### config.mk
export PLATFORM = sky130hd
export DESIGN_NAME = riscv_main_fsm_flat
export DESIGN_NICKNAME = d
export VERILOG_FILES = /design/src/rtl/riscv_main_fsm.sv /design/src/rtl/riscv_main_fsm_if.sv /design/src/flat_wrapper.sv
export SDC_FILE = /design/constraint.sdc
export NUM_CORES = 1
export LEC_CHECK = 0
export ABC_CLOCK_PERIOD_IN_PS = 1400
export BUFFER_PORTS_ARGS = -buffer_cell sky130_fd_sc_hd__buf_2
export CAP_MARGIN = 20
export CORE_AREA = 8 8 45 47
export DETAILED_ROUTE_END_ITERATION = 8
export DIE_AREA = 0 0 53 55
export PLACE_DENSITY = 0.72
export SETUP_SLACK_MARGIN = 0.02
export SKIP_CTS_REPAIR_TIMING = 1
export SYNTH_ARGS = -nofsm -noshare
export SYNTH_HDL_FRONTEND = slang
export SYNTH_SLANG_ARGS = --single-unit
export TNS_END_PERCENT = 30
### constraint.sdc
create_clock -name clk_i -period 1.4 [get_ports clk_i]
set_input_delay 0.21 -clock clk_i [delete_from_list [all_inputs] [get_ports clk_i]]
set_output_delay 0.21 -clock clk_i [all_outputs]
set_load 0.01 [all_outputs]
### src/rtl/riscv_main_fsm.sv
// Multicycle RISC-V main control FSM (Moore) plus its opcode/state package.
// Ports: clk_i, rstn_i (async, active-high), bus (riscv_main_fsm_if.slave).
package riscv_pkg;
    typedef enum logic [6:0] {
        OP_INVALID = 7'b0000000,
        OP_L       = 7'b0000011,
        OP_I       = 7'b0010011,
        OP_S       = 7'b0100011,
        OP_R       = 7'b0110011,
        OP_B       = 7'b1100011,
        OP_JAL     = 7'b1101111
    } opcode_e;

    typedef enum logic [3:0] {
        S_FETCH    = 4'd0,
        S_DECODE   = 4'd1,
        S_MEMADR   = 4'd2,
        S_MEMREAD  = 4'd3,
        S_MEMWB    = 4'd4,
        S_MEMWRITE = 4'd5,
        S_EXECUTER = 4'd6,
        S_ALUWB    = 4'd7,
        S_EXECUTEI = 4'd8,
        S_JAL      = 4'd9,
        S_BEQ      = 4'd10
    } state_e;
endpackage

module riscv_main_fsm
    import riscv_pkg::*;
(
    input  logic               clk_i,
    input  logic               rstn_i,
    riscv_main_fsm_if.slave    bus
);

    state_e     state;
    state_e     next_state;

    logic       w_branch;
    logic       w_pcupdate;
    logic       w_regwrite;
    logic       w_memwrite;
    logic       w_irwrite;
    logic [1:0] w_resultsrc;
    logic [1:0] w_alusrca;
    logic [1:0] w_alusrcb;
    logic       w_adrsrc;
    logic [1:0] w_aluop;

    always_ff @(posedge clk_i or posedge rstn_i) begin
        if (rstn_i)
            state <= S_FETCH;
        else
            state <= next_state;
    end

    // opcode only matters in DECODE and MEMADR; elsewhere it is ignored
    always_comb begin
        next_state = S_FETCH;
        case (state)
            S_FETCH:    next_state = S_DECODE;
            S_DECODE: begin
                case (bus.opcode_i)
                    OP_L, OP_S: next_state = S_MEMADR;
                    OP_R:       next_state = S_EXECUTER;
                    OP_I:       next_state = S_EXECUTEI;
                    OP_JAL:     next_state = S_JAL;
                    OP_B:       next_state = S_BEQ;
                    default:    next_state = S_FETCH;
                endcase
            end
            S_MEMADR: begin
                case (bus.opcode_i)
                    OP_L:    next_state = S_MEMREAD;
                    OP_S:    next_state = S_MEMWRITE;
                    default: next_state = S_FETCH;
                endcase
            end
            S_MEMREAD:  next_state = S_MEMWB;
            S_EXECUTER,
            S_EXECUTEI,
            S_JAL:      next_state = S_ALUWB;
            default:    next_state = S_FETCH;
        endcase
    end

    always_comb begin
        w_branch    = 1'b0;
        w_pcupdate  = 1'b0;
        w_regwrite  = 1'b0;
        w_memwrite  = 1'b0;
        w_irwrite   = 1'b0;
        w_resultsrc = 2'b00;
        w_alusrca   = 2'b00;
        w_alusrcb   = 2'b00;
        w_adrsrc    = 1'b0;
        w_aluop     = 2'b00;
        case (state)
            S_FETCH: begin
                w_irwrite   = 1'b1;
                w_alusrcb   = 2'b10;
                w_resultsrc = 2'b10;
                w_pcupdate  = 1'b1;
            end
            S_DECODE: begin
                w_alusrca = 2'b01;
                w_alusrcb = 2'b01;
            end
            S_MEMADR: begin
                w_alusrca = 2'b10;
                w_alusrcb = 2'b01;
            end
            S_MEMREAD: begin
                w_adrsrc = 1'b1;
            end
            S_MEMWB: begin
                w_resultsrc = 2'b01;
                w_regwrite  = 1'b1;
            end
            S_MEMWRITE: begin
                w_adrsrc   = 1'b1;
                w_memwrite = 1'b1;
            end
            S_EXECUTER: begin
                w_alusrca = 2'b10;
                w_aluop   = 2'b10;
            end
            S_EXECUTEI: begin
                w_alusrca = 2'b10;
                w_alusrcb = 2'b01;
                w_aluop   = 2'b10;
            end
            S_ALUWB: begin
                w_regwrite = 1'b1;
            end
            S_JAL: begin
                w_alusrca  = 2'b01;
                w_alusrcb  = 2'b10;
                w_pcupdate = 1'b1;
            end
            S_BEQ: begin
                w_alusrca = 2'b10;
                w_aluop   = 2'b01;
                w_branch  = 1'b1;
            end
            default: ;
        endcase
    end

    assign bus.Branch_o    = w_branch;
    assign bus.PCUpdate_o  = w_pcupdate;
    // the only Mealy term: a taken branch writes the PC in the same cycle
    assign bus.PCWrite_o   = w_pcupdate | (w_branch & bus.Zero_i);
    assign bus.RegWrite_o  = w_regwrite;
    assign bus.MemWrite_o  = w_memwrite;
    assign bus.IRWrite_o   = w_irwrite;
    assign bus.ResultSrc_o = w_resultsrc;
    assign bus.ALUSrcA_o   = w_alusrca;
    assign bus.ALUSrcB_o   = w_alusrcb;
    assign bus.AdrSrc_o    = w_adrsrc;
    assign bus.ALUOp_o     = w_aluop;

endmodule

### src/rtl/riscv_main_fsm_if.sv
// Control bus between the multicycle RISC-V main decoder FSM and its datapath.
// Carries opcode_i/Zero_i into the FSM and all datapath control strobes out of it.
interface riscv_main_fsm_if;
    logic [6:0] opcode_i;
    logic       Zero_i;
    logic       Branch_o;
    logic       PCUpdate_o;
    logic       PCWrite_o;
    logic       RegWrite_o;
    logic       MemWrite_o;
    logic       IRWrite_o;
    logic [1:0] ResultSrc_o;
    logic [1:0] ALUSrcA_o;
    logic [1:0] ALUSrcB_o;
    logic       AdrSrc_o;
    logic [1:0] ALUOp_o;

    modport master (
        output opcode_i, Zero_i,
        input  Branch_o, PCUpdate_o, PCWrite_o,
        input  RegWrite_o, MemWrite_o, IRWrite_o,
        input  ResultSrc_o, ALUSrcA_o, ALUSrcB_o,
        input  AdrSrc_o, ALUOp_o
    );

    modport slave (
        input  opcode_i, Zero_i,
        output Branch_o, PCUpdate_o, PCWrite_o,
        output RegWrite_o, MemWrite_o, IRWrite_o,
        output ResultSrc_o, ALUSrcA_o, ALUSrcB_o,
        output AdrSrc_o, ALUOp_o
    );
endinterface

### src/flat_wrapper.sv
// flat-port wrapper written by rule: the top's interface ports become plain ports
module riscv_main_fsm_flat import riscv_pkg::*;
  (clk_i, rstn_i, bus_opcode_i, bus_Zero_i, bus_Branch_o, bus_PCUpdate_o, bus_PCWrite_o, bus_RegWrite_o, bus_MemWrite_o, bus_IRWrite_o, bus_ResultSrc_o, bus_ALUSrcA_o, bus_ALUSrcB_o, bus_AdrSrc_o, bus_ALUOp_o);
  riscv_main_fsm_if bus_i ();
  input  logic clk_i;
  input  logic rstn_i;
  input wire logic [$bits(bus_i.opcode_i)-1:0] bus_opcode_i;
  input wire logic [$bits(bus_i.Zero_i)-1:0] bus_Zero_i;
  output wire logic [$bits(bus_i.Branch_o)-1:0] bus_Branch_o;
  output wire logic [$bits(bus_i.PCUpdate_o)-1:0] bus_PCUpdate_o;
  output wire logic [$bits(bus_i.PCWrite_o)-1:0] bus_PCWrite_o;
  output wire logic [$bits(bus_i.RegWrite_o)-1:0] bus_RegWrite_o;
  output wire logic [$bits(bus_i.MemWrite_o)-1:0] bus_MemWrite_o;
  output wire logic [$bits(bus_i.IRWrite_o)-1:0] bus_IRWrite_o;
  output wire logic [$bits(bus_i.ResultSrc_o)-1:0] bus_ResultSrc_o;
  output wire logic [$bits(bus_i.ALUSrcA_o)-1:0] bus_ALUSrcA_o;
  output wire logic [$bits(bus_i.ALUSrcB_o)-1:0] bus_ALUSrcB_o;
  output wire logic [$bits(bus_i.AdrSrc_o)-1:0] bus_AdrSrc_o;
  output wire logic [$bits(bus_i.ALUOp_o)-1:0] bus_ALUOp_o;
  assign bus_i.opcode_i = bus_opcode_i;
  assign bus_i.Zero_i = bus_Zero_i;
  assign bus_Branch_o = bus_i.Branch_o;
  assign bus_PCUpdate_o = bus_i.PCUpdate_o;
  assign bus_PCWrite_o = bus_i.PCWrite_o;
  assign bus_RegWrite_o = bus_i.RegWrite_o;
  assign bus_MemWrite_o = bus_i.MemWrite_o;
  assign bus_IRWrite_o = bus_i.IRWrite_o;
  assign bus_ResultSrc_o = bus_i.ResultSrc_o;
  assign bus_ALUSrcA_o = bus_i.ALUSrcA_o;
  assign bus_ALUSrcB_o = bus_i.ALUSrcB_o;
  assign bus_AdrSrc_o = bus_i.AdrSrc_o;
  assign bus_ALUOp_o = bus_i.ALUOp_o;
  riscv_main_fsm u_core (.clk_i(clk_i), .rstn_i(rstn_i), .bus(bus_i));
endmodule
# After elaboration in Yosys (flattened, before gate mapping)
# Cells that the tools add are included.
# classes
n_bitwise,2
reduce_logical,10
eq_ne,16
mux,13
# ops
operator,count
$pmux 4 s5,2
$eq 4x3->1 const B,4
$pmux 2 s2,4
$eq 7x6->1 const B,2
$eq 7x7->1 const B,2
$eq 4x4->1 const B,3
$reduce_or 2->1,6
$eq 4x2->1 const B,2
$eq 7x2->1 const B,1
$eq 7x5->1 const B,1
$mux 1,6
$pmux 3 s2,1
$reduce_or 3->1,2
$eq 4x1->1 const B,1
$logic_not 4->1,1
$reduce_or 4->1,1
$and 1x1->1,1
$or 1x1->1,1
# totals
reg_bits,4
input_bits,10
output_inout_bits,15
elab_cells,42

# Logic depth before layout (Yosys ltp)
# logic_depth
word_depth,4
ltp_mapped,5
ltp_nobuf,3

# Least setup slack after synthesis
# Ideal clock, no wire load.
# synth_timing
kind,reg2out
startpoint,reg u_core.state[1]
endpoint,out bus_ResultSrc_o[1]
path_buffers,2
required_ps,1190
path_stages_with_launch,4
setup_slack_ps,-102
arrival_ps,1292
path_cell_list,dfrtp_1 > buf_6 > nor4_1 > buf_4
# synth_via
elab_chain_len,2
elab_cells_between_ends,3
cone_classes,1 x eq/ne; 1 x mux; 1 x reduce/logical
# synth_rtl
item,line,source
from (decl),riscv_main_fsm.sv:37,state_e state;
from (signal assigned),riscv_main_fsm.sv:55,state <= next_state;
$eq 4x3->1 / $logic_not 4->1 (equally long branches),riscv_main_fsm.sv:99,case (state)
$pmux 2 s2 *,riscv_main_fsm.sv:99,
to (decl),flat_wrapper.sv:15,output wire logic [$bits(bus_i.ResultSrc_o)-1:0] bus_ResultSrc_o;
# Every way passes the cells marked *; elsewhere a longest branch is shown, timed or not.

# Final worst setup path
# layout_timing
startpoint,reg u_core.state[1]
endpoint,out bus_ALUOp_o[1]
# layout_via
elab_chain_len,3
elab_cells_between_ends,5
cone_classes,3 x eq/ne; 1 x mux; 1 x reduce/logical
# layout_rtl
item,line,source
$eq 4x3->1 / $eq 4x4->1 (equally long branches),riscv_main_fsm.sv:99,
$reduce_or 2->1 (no source line),--,
$pmux 2 s2 *,riscv_main_fsm.sv:99,
to (decl),flat_wrapper.sv:19,output wire logic [$bits(bus_i.ALUOp_o)-1:0] bus_ALUOp_o;
# Marks and branches as above.

==> results.json <==
{
  "status": "finished, violations left",
  "violations": "negative setup slack",
  "placed_area_sq_um": 662,
  "post-route-period-util_pct": 107,
  "postLayoutCoreUtil_pct": 56.4,
  "grt_pass1_vias": 600,
  "arrival_ns": 1.29,
  "port_buffers": 24,
  "ir_drop_mv": 0.497,
  "area_growth_syn_to_layout_pct": 51.8,
  "clk_pin_slew_ns": 0.03,
  "syn-num-nets": 79,
  "core-area_sq_um": 1380,
  "grtUsageTotal_pct": 9.75,
  "die_x_um": 53,
  "path_cells": "buf_6 > nor3b_2 > a21oi_1 > nor2_1 > buf_2",
  "ys_types": 33,
  "grt_overflow": 0,
  "synth_area_per_cell_sq_um": 7.45,
  "wl_mm": 1.53,
  "cts.sinks": 4,
  "cts_tree": "built",
  "slowest_stage": "dfrtp_2",
  "die_y_um": 55,
  "mostFrequentLayoutCells": "buf_2, buf_4, nor2_1, a21oi_1",
  "antenna_cells": 0,
  "period_needed_ns": 1.50,
  "final_common_cell": "buf_2",
  "endpoint_kind": "primary output",
  "skew_ns": 0.000420,
  "critPathMaxFanout": 6,
  "final_area_sq_um": 781,
  "path_delay_family": "flip-flops",
  "ys_seq_area_share_pct": 19.5,
  "clk_latency_ns": 0.22,
  "critical-path-max-stage-delay_ns": 0.45,
  "vias_per_cell": 5.33,
  "place.gp.congestion": 0.852,
  "drc": 0,
  "required_ns": 1.19,
  "antenna_found_initial": 0,
  "synth_warnings": 0,
  "cts_buffers": 3,
  "setup_viol": 15,
  "top_register": "u_core.state",
  "clk_path_buf_depth": 2,
  "drtAntennaViolNets": 0,
  "drt_iter0_drc": 11,
  "dieArea_sq_um": 2920,
  "start_util_pct": 37.2,
  "vias": 634,
  "final.setup.worst_slack_ns": -0.0966,
  "post_drt_wl_per_cell_um": 12.9,
  "cts_root_buffer": "clkbuf_4",
  "grt_pass1_wl_mm": 2.29,
  "largest_reg_flops": 4,
  "num_rows": 14,
  "dp_slack_ns": 0.0400,
  "firstDrtPassIters": 4,
  "p_per_area_nw_per_um2": 1110,
  "finalHoldViolCount": 0,
  "fmax_mhz": 668,
  "grt_setup_unrepaired": "yes",
  "dpl.hpwl_mm": 1.12,
  "crit_buf_inv": 2,
  "p_leak_nw": 0.391,
  "hp-class": "input port to flip-flop",
  "grt_max_degree": 14,
  "worstSetupPathType": "flip-flop to primary output",
  "cap_violations": 0,
  "final_cells": 119,
  "synth_area_sq_um": 514,
  "num-nets-final": 115,
  "slew_viol_final": 0,
  "drive_above_1_share_pct": 50.5,
  "slew_headroom_pct": 80.5,
  "critPathLaunchType": "flip-flop",
  "reg_top3": "u_core.state: 4 flops",
  "worst_slew_pin_slew_ns": 0.288,
  "power_mw": 0.867,
  "dp.cells": 109,
  "io_pins": 25,
  "syn_inst": 69,
  "cts_max_level": 1,
  "ys_seq_elements": 4
}
cell families after synthesis:
logic type / share of synthesized area, %
AOI/OAI and AO/OA: 17.0
xor gates and xnor gates: 5.11
buffers and inverters: 9.97
DFF: 19.5
muxes: 1.95
and+or+nand+nor: 46.5
metrics by stage:
| step | setup TNS, ns | hold slack (ns) |
|---|---|---|
| after floorplan | 0 | -0.0239 |
| after global placement | 0 | 0.0869 |
| final | -0.907 | 0.253 |
| after CTS | -2.03 | -0.152 |
| after detailed placement | 0 | 0.0900 |
| after global routing | -1.94 | 0.266 |
metal layers:
layer  track usage (%)  routed length, um  vias to the layer above  share of wire (%)
li1                  -                  -                      321                  -
met5                 0                  0                        -                  0
met4              3.88                  0                        0                  0
met3              1.34                 53                        0                3.5
met1              10.1                623                      302                 41
met2              19.1                855                       11                 56
tightest hold or removal path, stage by stage:
cell	delay (ns)
buf_2	0.11
nand4b_1	0.08
a21oi_1	0.04
final timing paths:
check | start | endpoint | slack [ns] | depth (start not counted)
min reg2reg | u_core.state[3] | u_core.state[3] | 0.70 | 2
max in group asynchronous | rstn_i | u_core.state[2] | 0.84 | 3
max reg2reg | u_core.state[3] | u_core.state[1] | 0.08 | 5
min | bus_opcode_i[0] | u_core.state[3] | 0.25 | 3
max | u_core.state[1] | bus_ALUOp_o[1] | -0.1 | 5
min in group asynchronous | rstn_i | u_core.state[3] | 0.41 | 3
layout make-up:
| class | instances | area, sq um |
|---|---|---|
| Tap cell | 16 | 20.0 |
| Timing Repair Buffer | 37 | 229 |
| Fill cell | 134 | 603 |
| Multi-Input combinational cell | 57 | 397 |
| Inverter | 2 | 7.51 |
| Sequential cell | 4 | 105 |
| Clock buffer | 3 | 22.5 |
cell usage after synthesis, drive strengths merged:
library cell | instances | area [sq um]
nor2 | 8 | 30.0
a21oi | 8 | 40.0
a211oi | 1 | 7.51
and3 | 3 | 18.8
and4bb | 1 | 12.5
nor3b | 3 | 27.5
inv | 2 | 7.50
nor4bb | 1 | 10.0
and3b | 1 | 8.76
and2b | 1 | 7.51
o21ai | 2 | 10.0
o2111ai | 1 | 8.76
nand2b | 4 | 25.0
nand3 | 2 | 10.0
dfrtp | 4 | 100
mux2i | 1 | 10.0
nor3 | 3 | 20.0
nor2b | 1 | 6.26
nand3b | 2 | 15.0
xor2 | 3 | 26.3
o211ai | 2 | 15.0
buf | 6 | 43.8
nand2 | 4 | 15.0
nand4b | 2 | 17.5
nor4 | 1 | 6.26
a31oi | 1 | 6.26
and4 | 1 | 8.76
report_power, final:
part	leakage [nW]	switching, mW	internal, mW	total, mW
registers	0.0474	0.0609	0.138	0.199
clock network	0.0138	0.0386	0.0953	0.134
logic	0.329	0.275	0.259	0.534
Power figures use the tool's default switching activity.
